--- config.mk ---
export PLATFORM = sky130hd
export DESIGN_NAME = maxpool_window_feeder_flat
export DESIGN_NICKNAME = d
export VERILOG_FILES = /design/src/rtl/maxpool_window_feeder_if.sv /design/src/rtl/maxpool_window_feeder.sv /design/src/flat_wrapper.sv
export SDC_FILE = /design/constraint.sdc
export NUM_CORES = 1
export LEC_CHECK = 0
export BUFFER_PORTS_ARGS = -buffer_cell sky130_fd_sc_hd__buf_2
export CAP_MARGIN = 20
export CORE_ASPECT_RATIO = 0.9
export CORE_MARGIN = 1
export CORE_UTILIZATION = 45
export DETAILED_ROUTE_END_ITERATION = 10
export SYNTH_ARGS = -nofsm -noshare
export SYNTH_HDL_FRONTEND = slang
export SYNTH_SLANG_ARGS = --single-unit
--- constraint.sdc ---
create_clock -name clk -period 9.85 [get_ports clk]
set_clock_uncertainty 0.1 [all_clocks]
set_input_delay 1.97 -clock clk [delete_from_list [all_inputs] [get_ports clk]]
set_output_delay 1.97 -clock clk [all_outputs]
set_load 0.05 [all_outputs]
--- src/rtl/maxpool_window_feeder_if.sv ---
// Control, input stream and window-output stream of the maxpool window feeder.
// The DUT takes the slave modport; the master modport is for whatever drives it.
interface maxpool_window_feeder_if #(
  parameter int W_BITS = 7
);
  logic              start;
  logic [W_BITS-1:0] cfg_width;
  logic [W_BITS-1:0] cfg_height;
  logic              in_valid;
  logic [7:0]        in_data;
  logic              in_ready;
  logic              out_valid;
  logic [7:0]        out_data;
  logic              out_ready;
  logic              out_first;
  logic              out_last;
  logic              busy;
  logic              done;

  modport master (
    output start, cfg_width, cfg_height, in_valid, in_data, out_ready,
    input  in_ready, out_valid, out_data, out_first, out_last, busy, done
  );

  modport slave (
    input  start, cfg_width, cfg_height, in_valid, in_data, out_ready,
    output in_ready, out_valid, out_data, out_first, out_last, busy, done
  );
endinterface

--- src/rtl/maxpool_window_feeder.sv ---
// Turns a row-major Qint8 stream into 2x2 max-pool windows: the top row of
// each row pair is buffered, and the bottom row is paired against it.
//
// state | meaning
// IDLE  | waiting for start; invalid configs pulse done from here
// FILL0 | writing the top row of a row pair into the line buffer
// FILL1 | taking bottom-row elements: even column -> H, odd column -> L
// EMIT  | presenting linebuf[c], linebuf[c+1], H, L to the comparator
module maxpool_window_feeder #(
  parameter int MAX_W  = 64,
  parameter int W_BITS = 7
) (
  input logic                    clk,
  input logic                    rst,
  maxpool_window_feeder_if.slave bus
);
  localparam int AW = $clog2(MAX_W);
  localparam logic [W_BITS:0]   MAX_W_L  = (W_BITS + 1)'(MAX_W);
  localparam logic [W_BITS-1:0] ONE      = W_BITS'(1);
  localparam logic [W_BITS-1:0] TWO      = W_BITS'(2);
  localparam logic [W_BITS-1:0] EVEN_MSK = ~ONE;

  typedef enum logic [1:0] {IDLE, FILL0, FILL1, EMIT} state_t;

  state_t            state, state_n;
  logic [W_BITS-1:0] width_q, height_q, col, row;
  logic [1:0]        elem;
  logic [7:0]        h_q, l_q;
  logic              done_q;
  logic [7:0]        linebuf [MAX_W];

  logic [W_BITS-1:0] w_mask, h_mask;
  logic              cfg_ok, col_last, row_last;
  logic [AW-1:0]     lb_idx, lb_even;
  logic              in_ready_c, out_valid_c, out_first_c, out_last_c;
  logic [7:0]        out_data_c;

  assign w_mask   = bus.cfg_width & EVEN_MSK;
  assign h_mask   = bus.cfg_height & EVEN_MSK;
  assign cfg_ok   = (w_mask != '0) && (h_mask != '0) && ({1'b0, w_mask} <= MAX_W_L);
  assign col_last = (col + ONE) == width_q;
  assign row_last = (row + TWO) == height_q;
  // In EMIT col sits on the odd column of the window, so the pair is {col&~1, col}.
  assign lb_idx   = col[AW-1:0];
  assign lb_even  = {lb_idx[AW-1:1], 1'b0};

  always_comb begin
    state_n     = state;
    in_ready_c  = 1'b0;
    out_valid_c = 1'b0;
    out_first_c = 1'b0;
    out_last_c  = 1'b0;
    out_data_c  = 8'h00;
    case (state)
      IDLE: begin
        if (bus.start && cfg_ok) state_n = FILL0;
      end
      FILL0: begin
        in_ready_c = 1'b1;
        if (bus.in_valid && col_last) state_n = FILL1;
      end
      FILL1: begin
        in_ready_c = 1'b1;
        if (bus.in_valid && col[0]) state_n = EMIT;
      end
      EMIT: begin
        out_valid_c = 1'b1;
        case (elem)
          2'd0: begin out_data_c = linebuf[lb_even]; out_first_c = 1'b1; end
          2'd1: out_data_c = linebuf[lb_idx];
          2'd2: out_data_c = h_q;
          default: begin out_data_c = l_q; out_last_c = 1'b1; end
        endcase
        if (bus.out_ready && elem == 2'd3) begin
          if (!col_last)     state_n = FILL1;
          else if (row_last) state_n = IDLE;
          else               state_n = FILL0;
        end
      end
      default: state_n = IDLE;
    endcase
  end

  always_ff @(posedge clk) begin
    if (!rst) begin
      state    <= IDLE;
      width_q  <= '0;
      height_q <= '0;
      col      <= '0;
      row      <= '0;
      elem     <= '0;
      h_q      <= '0;
      l_q      <= '0;
      done_q   <= 1'b0;
    end else begin
      state  <= state_n;
      done_q <= 1'b0;
      case (state)
        IDLE: begin
          if (bus.start) begin
            done_q   <= !cfg_ok;
            width_q  <= w_mask;
            height_q <= h_mask;
            col      <= '0;
            row      <= '0;
            elem     <= '0;
          end
        end
        FILL0: begin
          if (bus.in_valid) col <= col_last ? '0 : col + ONE;
        end
        FILL1: begin
          if (bus.in_valid) begin
            if (!col[0]) begin
              h_q <= bus.in_data;
              col <= col + ONE;
            end else begin
              l_q  <= bus.in_data;
              elem <= '0;
            end
          end
        end
        EMIT: begin
          if (bus.out_ready) begin
            elem <= elem + 2'd1;
            if (elem == 2'd3) begin
              if (!col_last) begin
                col <= col + ONE;
              end else begin
                col <= '0;
                if (row_last) done_q <= 1'b1;
                else          row    <= row + TWO;
              end
            end
          end
        end
        default: ;
      endcase
    end
  end

  // Line buffer has no reset; its contents only matter after a full FILL0 pass.
  always_ff @(posedge clk) begin
    if (rst && state == FILL0 && bus.in_valid) linebuf[lb_idx] <= bus.in_data;
  end

  assign bus.in_ready  = rst && in_ready_c;
  assign bus.out_valid = rst && out_valid_c;
  assign bus.out_first = rst && out_first_c;
  assign bus.out_last  = rst && out_last_c;
  assign bus.out_data  = rst ? out_data_c : 8'h00;
  assign bus.busy      = rst && (state != IDLE);
  assign bus.done      = rst && done_q;
endmodule
--- src/flat_wrapper.sv ---
// flat-port wrapper written by rule: the top's interface ports become plain ports
module maxpool_window_feeder_flat 
#(
  parameter int MAX_W  = 64,
  parameter int W_BITS = 7
)
  (clk, rst, bus_start, bus_cfg_width, bus_cfg_height, bus_in_valid, bus_in_data, bus_out_ready, bus_in_ready, bus_out_valid, bus_out_data, bus_out_first, bus_out_last, bus_busy, bus_done);
  maxpool_window_feeder_if #(.W_BITS(W_BITS)) bus_i ();
  input logic clk;
  input logic rst;
  input wire logic [$bits(bus_i.start)-1:0] bus_start;
  input wire logic [$bits(bus_i.cfg_width)-1:0] bus_cfg_width;
  input wire logic [$bits(bus_i.cfg_height)-1:0] bus_cfg_height;
  input wire logic [$bits(bus_i.in_valid)-1:0] bus_in_valid;
  input wire logic [$bits(bus_i.in_data)-1:0] bus_in_data;
  input wire logic [$bits(bus_i.out_ready)-1:0] bus_out_ready;
  output wire logic [$bits(bus_i.in_ready)-1:0] bus_in_ready;
  output wire logic [$bits(bus_i.out_valid)-1:0] bus_out_valid;
  output wire logic [$bits(bus_i.out_data)-1:0] bus_out_data;
  output wire logic [$bits(bus_i.out_first)-1:0] bus_out_first;
  output wire logic [$bits(bus_i.out_last)-1:0] bus_out_last;
  output wire logic [$bits(bus_i.busy)-1:0] bus_busy;
  output wire logic [$bits(bus_i.done)-1:0] bus_done;
  assign bus_i.start = bus_start;
  assign bus_i.cfg_width = bus_cfg_width;
  assign bus_i.cfg_height = bus_cfg_height;
  assign bus_i.in_valid = bus_in_valid;
  assign bus_i.in_data = bus_in_data;
  assign bus_i.out_ready = bus_out_ready;
  assign bus_in_ready = bus_i.in_ready;
  assign bus_out_valid = bus_i.out_valid;
  assign bus_out_data = bus_i.out_data;
  assign bus_out_first = bus_i.out_first;
  assign bus_out_last = bus_i.out_last;
  assign bus_busy = bus_i.busy;
  assign bus_done = bus_i.done;
  maxpool_window_feeder #(.MAX_W(MAX_W), .W_BITS(W_BITS)) u_core (.clk(clk), .rst(rst), .bus(bus_i));
endmodule
==> impl_results.md, run 1 <==
* Outcome: completed
* Pins Over Slew Limit at 0
* Fill count at approximately 4.6k
* Die height at 226 um
* First-pass GRT wire length at 111 mm
* Ports at 41
* Yosys warning total at 0
* Mapped Avg Cell Area at between 10 and 15 um^2
* Dominant synthesized flop cell: edfxtp_1
* Gr ovfl total at 0
* Clock latency on the worst-skew pair at 610 ps
* Cts repair resizes at 0
* Tcrit/Tclk final at 70.9%
* # Post-CTS Setup Buffers at 0
* Synth Instances at 1694
* RSZ-0062 raised after global routing: no
* # port buffers at 38
* Asr flop ratio synth at 0%
* Final Wtd Congestion at 0.998
* R2R cell count at 4
* Power Density at roughly 200 nW/um^2
* Pwr Total at 5.45 mW
* Setup violations, final at 0
* Max cap viols at 0
* Register area at between 15000 and 20000 um^2
* Fmax at 0.143 GHz
* Post-synthesis sequential area ratio at 65.3%
* Hold_buf cts at 0
* Critical path class: reg2out
* CP endpoint: bus_out_data[7]
* DRC Markers at 0
* Core Region at 54700 um^2
* WL final at 76.7 mm
* Drt wl/cell at 31.3 um
* Most common cell after layout, fill and taps aside: edfxtp_1
* CP cell instances: buf_4 -> buf_4 -> mux2i_1 -> o21ai_0 -> a32oi_1 -> o21ai_0 -> o41ai_1 -> a221oi_1 -> buf_2
* Flop and latch count out of synthesis at 563
* Syn nets at 1734
* Clock-pin slew on the worst setup and hold paths at 70 ps
* Arr. time, crit path at 4910 ps
* Critical path startpoint category: flop
* Worst vdd ir at 144 uV
* Die area at 56700 um^2
* Drt first pass iters at 5
* Layout area overhead at 10.8%
* CTS Buffer Depth at 3
* Hpwl dp at 48.4 mm
* Largest net degree at the start of global routing at 67
* Htree depth at 2
* Most frequent cells in the layout: 512 x edfxtp_1, 136 x mux2i_1, 106 x nor2_1
* Netlist Area Pre-Place at 25100 um^2
* # rows at 81
* Critical Path Slowest Stage Cell: o41ai_1
* Synth cell types at just under 70
* Multi-input logic area at 8140 um^2
* ANT cells at 0
* Number of synthesized flops with an enable pin at 512
* Leak pwr at 8.57 nW
* Worst Path Required at 7780 ps
* Worst slew pin tran at 1150 ps
* Critical path origin: u_core.col[2]
* Finished Core Util at 50.8%
* DIE WIDTH at about 250 um
* Worst setup EP type: primary output
* Final Hold Viols at 0
* CTS tree: built
* Worst-path maximum fanout at 40
* Vias in the first global route at 15.5k
* Total number of vias at 16.1k
* Capturing point of the worst reg2reg path: u_core.linebuf[61][5]
* R2R Setup Slk at 5470 ps
* Nets at 1742
* Antenna Nets Post-Route at 0
* DR iter-0 viols at 2203
* CTS Sinks at ~560
* Fin crit period at about 7000 ps
* Worst r2r src: u_core.col[1]
* Via/cell ratio at around 6.6
* Root Buffer: clkbuf_16
* CTS Buf Count at 56
* GRT Total Usage at a little over a quarter
* Share of cells above drive strength 1 at 16.4%
* Hold slack at 376 ps
* Setup TNS at 0 ps
* Initial antenna violation count at 0
* Max-slew headroom at the worst pin at ~22%
* HP Class: reg2reg
* Starting Density at 45.9%
* CP max stage delay at 850 ps
## cell usage after synthesis (all sizes together) (27+ instances only)
cell type / number / area [um^2]
mux2i: 136 / 1360
nand2: 95 / 357
a22oi: 38 / 285
a221oi: 58 / 508
mux4: 83 / 1870
nand3: 39 / 195
dfxtp: 51 / 1020
clkbuf: 76 / 285
buf: 45 / 230
mux2: 32 / 360
a21oi: 61 / 305
o21ai: 61 / 305
edfxtp: 512 / 15400
nor2b: 27 / 169
nor2: 109 / 412
## metal layers
metal  up-vias  part of all wire [%]  GRT usage, %
met5         -                     0             0
met4         0                   3.7          10.3
met3       153                    12          6.73
met2      1001                    43          40.0
met1      8163                    41          39.1
li1       6783                     -             -
## cells by family (layout without fill, tap and decap cells)
group	count (synthesis)	count (layout)	synth area share, %
buf+inv	141	192	2.35
mux	251	251	14.3
compound gates	365	365	10.3
simple gates	346	346	6.58
fa+ha+maj	13	13	0.648
xor+xnor	15	15	0.523
flops	563	563	65.3
## through the flow
step	area (um^2)	setup slack [ps]	instances
6_report	27800	2870	2450
2_1_floorplan	25100	4480	1694
3_5_place_dp	25900	3640	2348
4_1_cts	27800	2940	2449
5_1_grt	27800	2820	2450
3_3_place_gp	25900	3590	2348
## sequential cells by signal (all words and copies together) (netlist names), named ones only
register and flops:
u_core.elem 2, u_core.row 6, u_core.col 7, u_core.width_q 6
u_core.h_q 8, u_core.state 2, u_core.linebuf 512, u_core.done_q 1
u_core.height_q 6, u_core.l_q 8
## worst min-delay path by stage
stage,from,end,slack (ps),cells past startpoint
2_1_floorplan,u_core.h_q[2],u_core.h_q[2],340,2
3_3_place_gp,u_core.h_q[1],u_core.h_q[1],360,2
3_5_place_dp,u_core.h_q[6],u_core.h_q[6],370,2
4_1_cts,u_core.h_q[6],u_core.h_q[6],370,2
5_1_grt,u_core.h_q[1],u_core.h_q[1],400,2
6_report,u_core.h_q[7],u_core.h_q[7],380,2
## where the power goes
group / switching, mW / internal, mW / total, mW / leakage, nW
Clock: 0.931 / 1.29 / 2.22 / 0.897
Combinational: 0.384 / 0.182 / 0.567 / 2.66
Sequential: 0.0394 / 2.62 / 2.66 / 5.02
## critical path: cells and delay by family, from the launching register on
| family | cells | cell delay, ps |
|---|---|---|
| multiplexers | 1 | 370 |
| buffers and inverters | 3 | 1390 |
| AO/OA/AOI/OAI | 5 | 1820 |
| flip-flops | 1 | 670 |
## cell type report
| cell class | instances | share of cell area [%] |
|---|---|---|
| inverter | 20 | 0.270 |
| sequential | 563 | 59.0 |
| tap | 705 | 3.17 |
| clock inverter | 34 | 1.44 |
| clock buffer | 67 | 5.26 |
| timing repair buffer | 71 | 1.57 |
| multi-input combinational | 990 | 29.3 |
(Power assumes the default switching activity.)
==> run 2: changes to the inputs <==
ABC_AREA = 1   (was default)
clock period = 6.9 ns   (was 9.85 ns; I/O delays follow)
==> run 2 against run 1 <==
  * Final cell count up 59%
  * Sequential share of layout area shrank 3.3 points
  * Register-to-register slack worse by 3100 ps
  * Clock power up 40%
  * Clock-buffer cell count is 6 higher
==> impl_results.md, run 2 <==
* Critical path class: reg2out
* Nets at 3124 (+79%)
* Post-synthesis sequential area ratio at 61.0% (-4.3 points)
* Hold slack at 347 ps (-28.3 ps)
* First-pass GRT wire length at 126 mm (+14%)
* Area after DPL at 27600 um^2 (+6.4%)
* Placed cells at 3799 (+62%)
* # rows at 84 (+3.7%)
* Final Wtd Congestion at 0.991 (-0.68%)
* Arr. time, crit path at 4570 ps (-340 ps)
* Fin crit period at 6050 ps
* Synth cell types at 37 (-46%)
* Dominant synthesized flop cell: edfxtp_1
* Netlist Area Pre-Place at 26900 um^2 (+7.0%)
* Final Non-Filler Cells at 3903 (+59%)
* Setup violations, final at 0 (unchanged)
* Die area at 60700 um^2 (+7.0%)
* Mapped Avg Cell Area at 8.62 um^2 (-42%)
* Final Hold Viols at 0 (unchanged)
* RSZ-0062 raised after global routing: no
* HP Class: reg2reg
* Antenna Nets Post-Route at 0 (unchanged)
* Clock-pin slew on the worst setup and hold paths at 60 ps (about the same)
* Most frequent cells in the layout: 1742 x nand2_1, 512 x edfxtp_1, 230 x nand3_1
* Top reg by flops: u_core.linebuf
* Power Density at 300 nW/um^2 (+53%)
* Synth Instances at 3117 (+84%)
* Worst vdd ir at 219 uV (+52%)
* Asr flop ratio synth at 0% (unchanged)
* Root Buffer: clkbuf_16
* Synth top cells by count: 1742 x nand2_1, 512 x edfxtp_1, 230 x nand3_1
* Clock latency on the worst-skew pair at 610 ps (about the same)
* Via/cell ratio at 5.52 (-16%)
* Hpwl dp at 51.1 mm (+5.6%)
* Worst Path Required at 5420 ps (-2360 ps)
* # port buffers at 38 (unchanged)
* Core Region at 58800 um^2 (+7.4%)
* Ports at 41 (unchanged)
* Largest net degree at the start of global routing at 120 (+79%)
* Post-synth top area cell: edfxtp_1
* Worst slew pin tran at 1090 ps (-54.8 ps)
* Syn nets at 3157 (+82%)
* Htree depth at 2 (unchanged)
* DRC Markers at 0 (unchanged)
* CTS Buffer Depth at 3 (unchanged)
* DIE WIDTH at 260 um (+3.4%)
* Critical path origin: u_core.col[1]
* Critical path startpoint category: flop
* Flop and latch count out of synthesis at 563 (unchanged)
* WL final at 85.0 mm (+11%)
* Leak pwr at 12.1 nW (+41%)
* Top-count cell post-synth: nand2_1
* Yosys warning total at 0 (unchanged)
* Tcrit/Tclk final at 87.7%
* Pwr Total at 8.83 mW (+62%)
* ANT cells at 0 (unchanged)
* Drt wl/cell at 21.8 um (-30%)
* Starting Density at 45.7% (-0.14 points)
* CTS tree: built
* Vias in the first global route at 20.0k (+29%)
* Outcome: completed
* CTS Sinks at 563 (unchanged)
* Beginning of the worst hold path: u_core.l_q[2]
* Max cap viols at 0 (unchanged)
* Fmax at 0.165 GHz
* Regs by FF count: u_core.linebuf: 512 flops, u_core.h_q: 8 flops, u_core.l_q: 8 flops
* Largest register FFs at 512 (unchanged)
* Gr ovfl total at 0 (unchanged)
* GRT Total Usage at 28.0% (+0.82 points)
* Worst-path maximum fanout at 68 (+70%)
* DR iter-0 viols at 2411 (+9.4%)
* Max-slew headroom at the worst pin at 26.8% (+4.4 points)
* Cts repair resizes at 0 (unchanged)
* Drt first pass iters at 8 (+3)
* Top cells by area, synth: edfxtp_1 57%, nand2_1 24%, nand3_1 4.3%, dfxtp_1 3.8%, nor2_1 2.0%
* Setup TNS at 0 ps (unchanged)
* Pins Over Slew Limit at 0 (unchanged)
* Die height at 234 um (+3.4%)
* Post-synth top area share at 57.2% (-4.0 points)
* Initial antenna violation count at 1 (+1)
* Worst r2r src: u_core.col[1]
* Worst setup EP type: primary output
* # Post-CTS Setup Buffers at 0 (unchanged)
* Hold_buf cts at 0 (unchanged)
* Total number of vias at 21.5k (+34%)
* Layout area overhead at 9.54%
* Number of synthesized flops with an enable pin at 512 (unchanged)
* CTS Buf Count at 57 (+1.8%)
* Most common cell after layout, fill and taps aside: nand2_1
* Design area at 29400 um^2 (+5.8%)
* Share of cells above drive strength 1 at 5.75% (-11 points)
run 2: changes by cell type after synthesis, sizes merged, moves of 26 or more:
cell,before,now
clkbuf,76,50
a22oi,38,1
nor2b,27,0
mux4,83,0
buf,45,113
a221oi,58,0
mux2,32,0
mux2i,136,0
nand3,39,231
nor2,109,150
inv,19,71
nand2,95,1746
run 2: per-layer routing:
metal  share of wire [%]  GRT usage (%)  wire, um
met5                   0              0         0
met4                 3.3           10.8      2830
met3                 9.0           4.50      7610
met2                  44           42.7     37000
met1                  44           40.3     37500
run 2: through the flow:
step / worst slack, ps / util, %
finish: 847 / 50.1
CTS: 862 / 50.1
detailed placement: 1530 / 47.0
floorplan: 2770 / -
global placement: 1540 / 47.0
global route: 651 / 50.1
run 2: layout make-up:
| cell class | count | area [um^2] |
|---|---|---|
| Fill cell | 5440 | 29300 |
| Sequential cell | 563 | 16400 |
| Clock inverter | 31 | 297 |
| Timing Repair Buffer | 71 | 463 |
| Inverter | 74 | 292 |
| Tap cell | 774 | 968 |
| Clock buffer | 73 | 1530 |
| Multi-Input combinational cell | 2317 | 9470 |
run 2: logic make-up (layout without fill, tap and decap cells):
kind of cell,Yosys count,count (layout),synth area share [%]
DFF,563,563,61.0
AOI/OAI and AO/OA,142,142,2.74
adders and majority gates,13,13,0.605
and+or+nand+nor,2154,2154,31.6
xor gates and xnor gates,8,8,0.317
buffers and inverters,237,249,3.74
run 2: final timing paths:
check / endpoint / slack (ps) / depth (start not counted)
hold / removal: u_core.l_q[2] / 350 / 2
hold reg to reg: u_core.l_q[2] / 350 / 2
setup reg to reg: u_core.linebuf[17][4] / 2380 / 7
setup / recovery: bus_out_data[5] / 850 / 18
run 2: power breakdown:
part	total [mW]	switching, mW	internal [mW]	leakage (nW)
Clock	3.10	1.32	1.78	0.897
Combinational	1.88	1.37	0.511	6.21
Sequential	3.85	0.0869	3.76	5.02
run 2: critical path, stage by stage, from the launching register on:
cell and delay [ps]:
dfxtp_4 420, clkinv_2 70, buf_4 600, buf_4 900, nand3_1 310, inv_2 350
nand2_1 90, nand2_1 70, nor2_1 40, nand2_1 100, nand2_1 90, nand2_1 120
nor2_1 60, nand2_1 90, nand2_1 50, nand2_1 120, nand2_1 80, nand2_1 60
buf_2 250
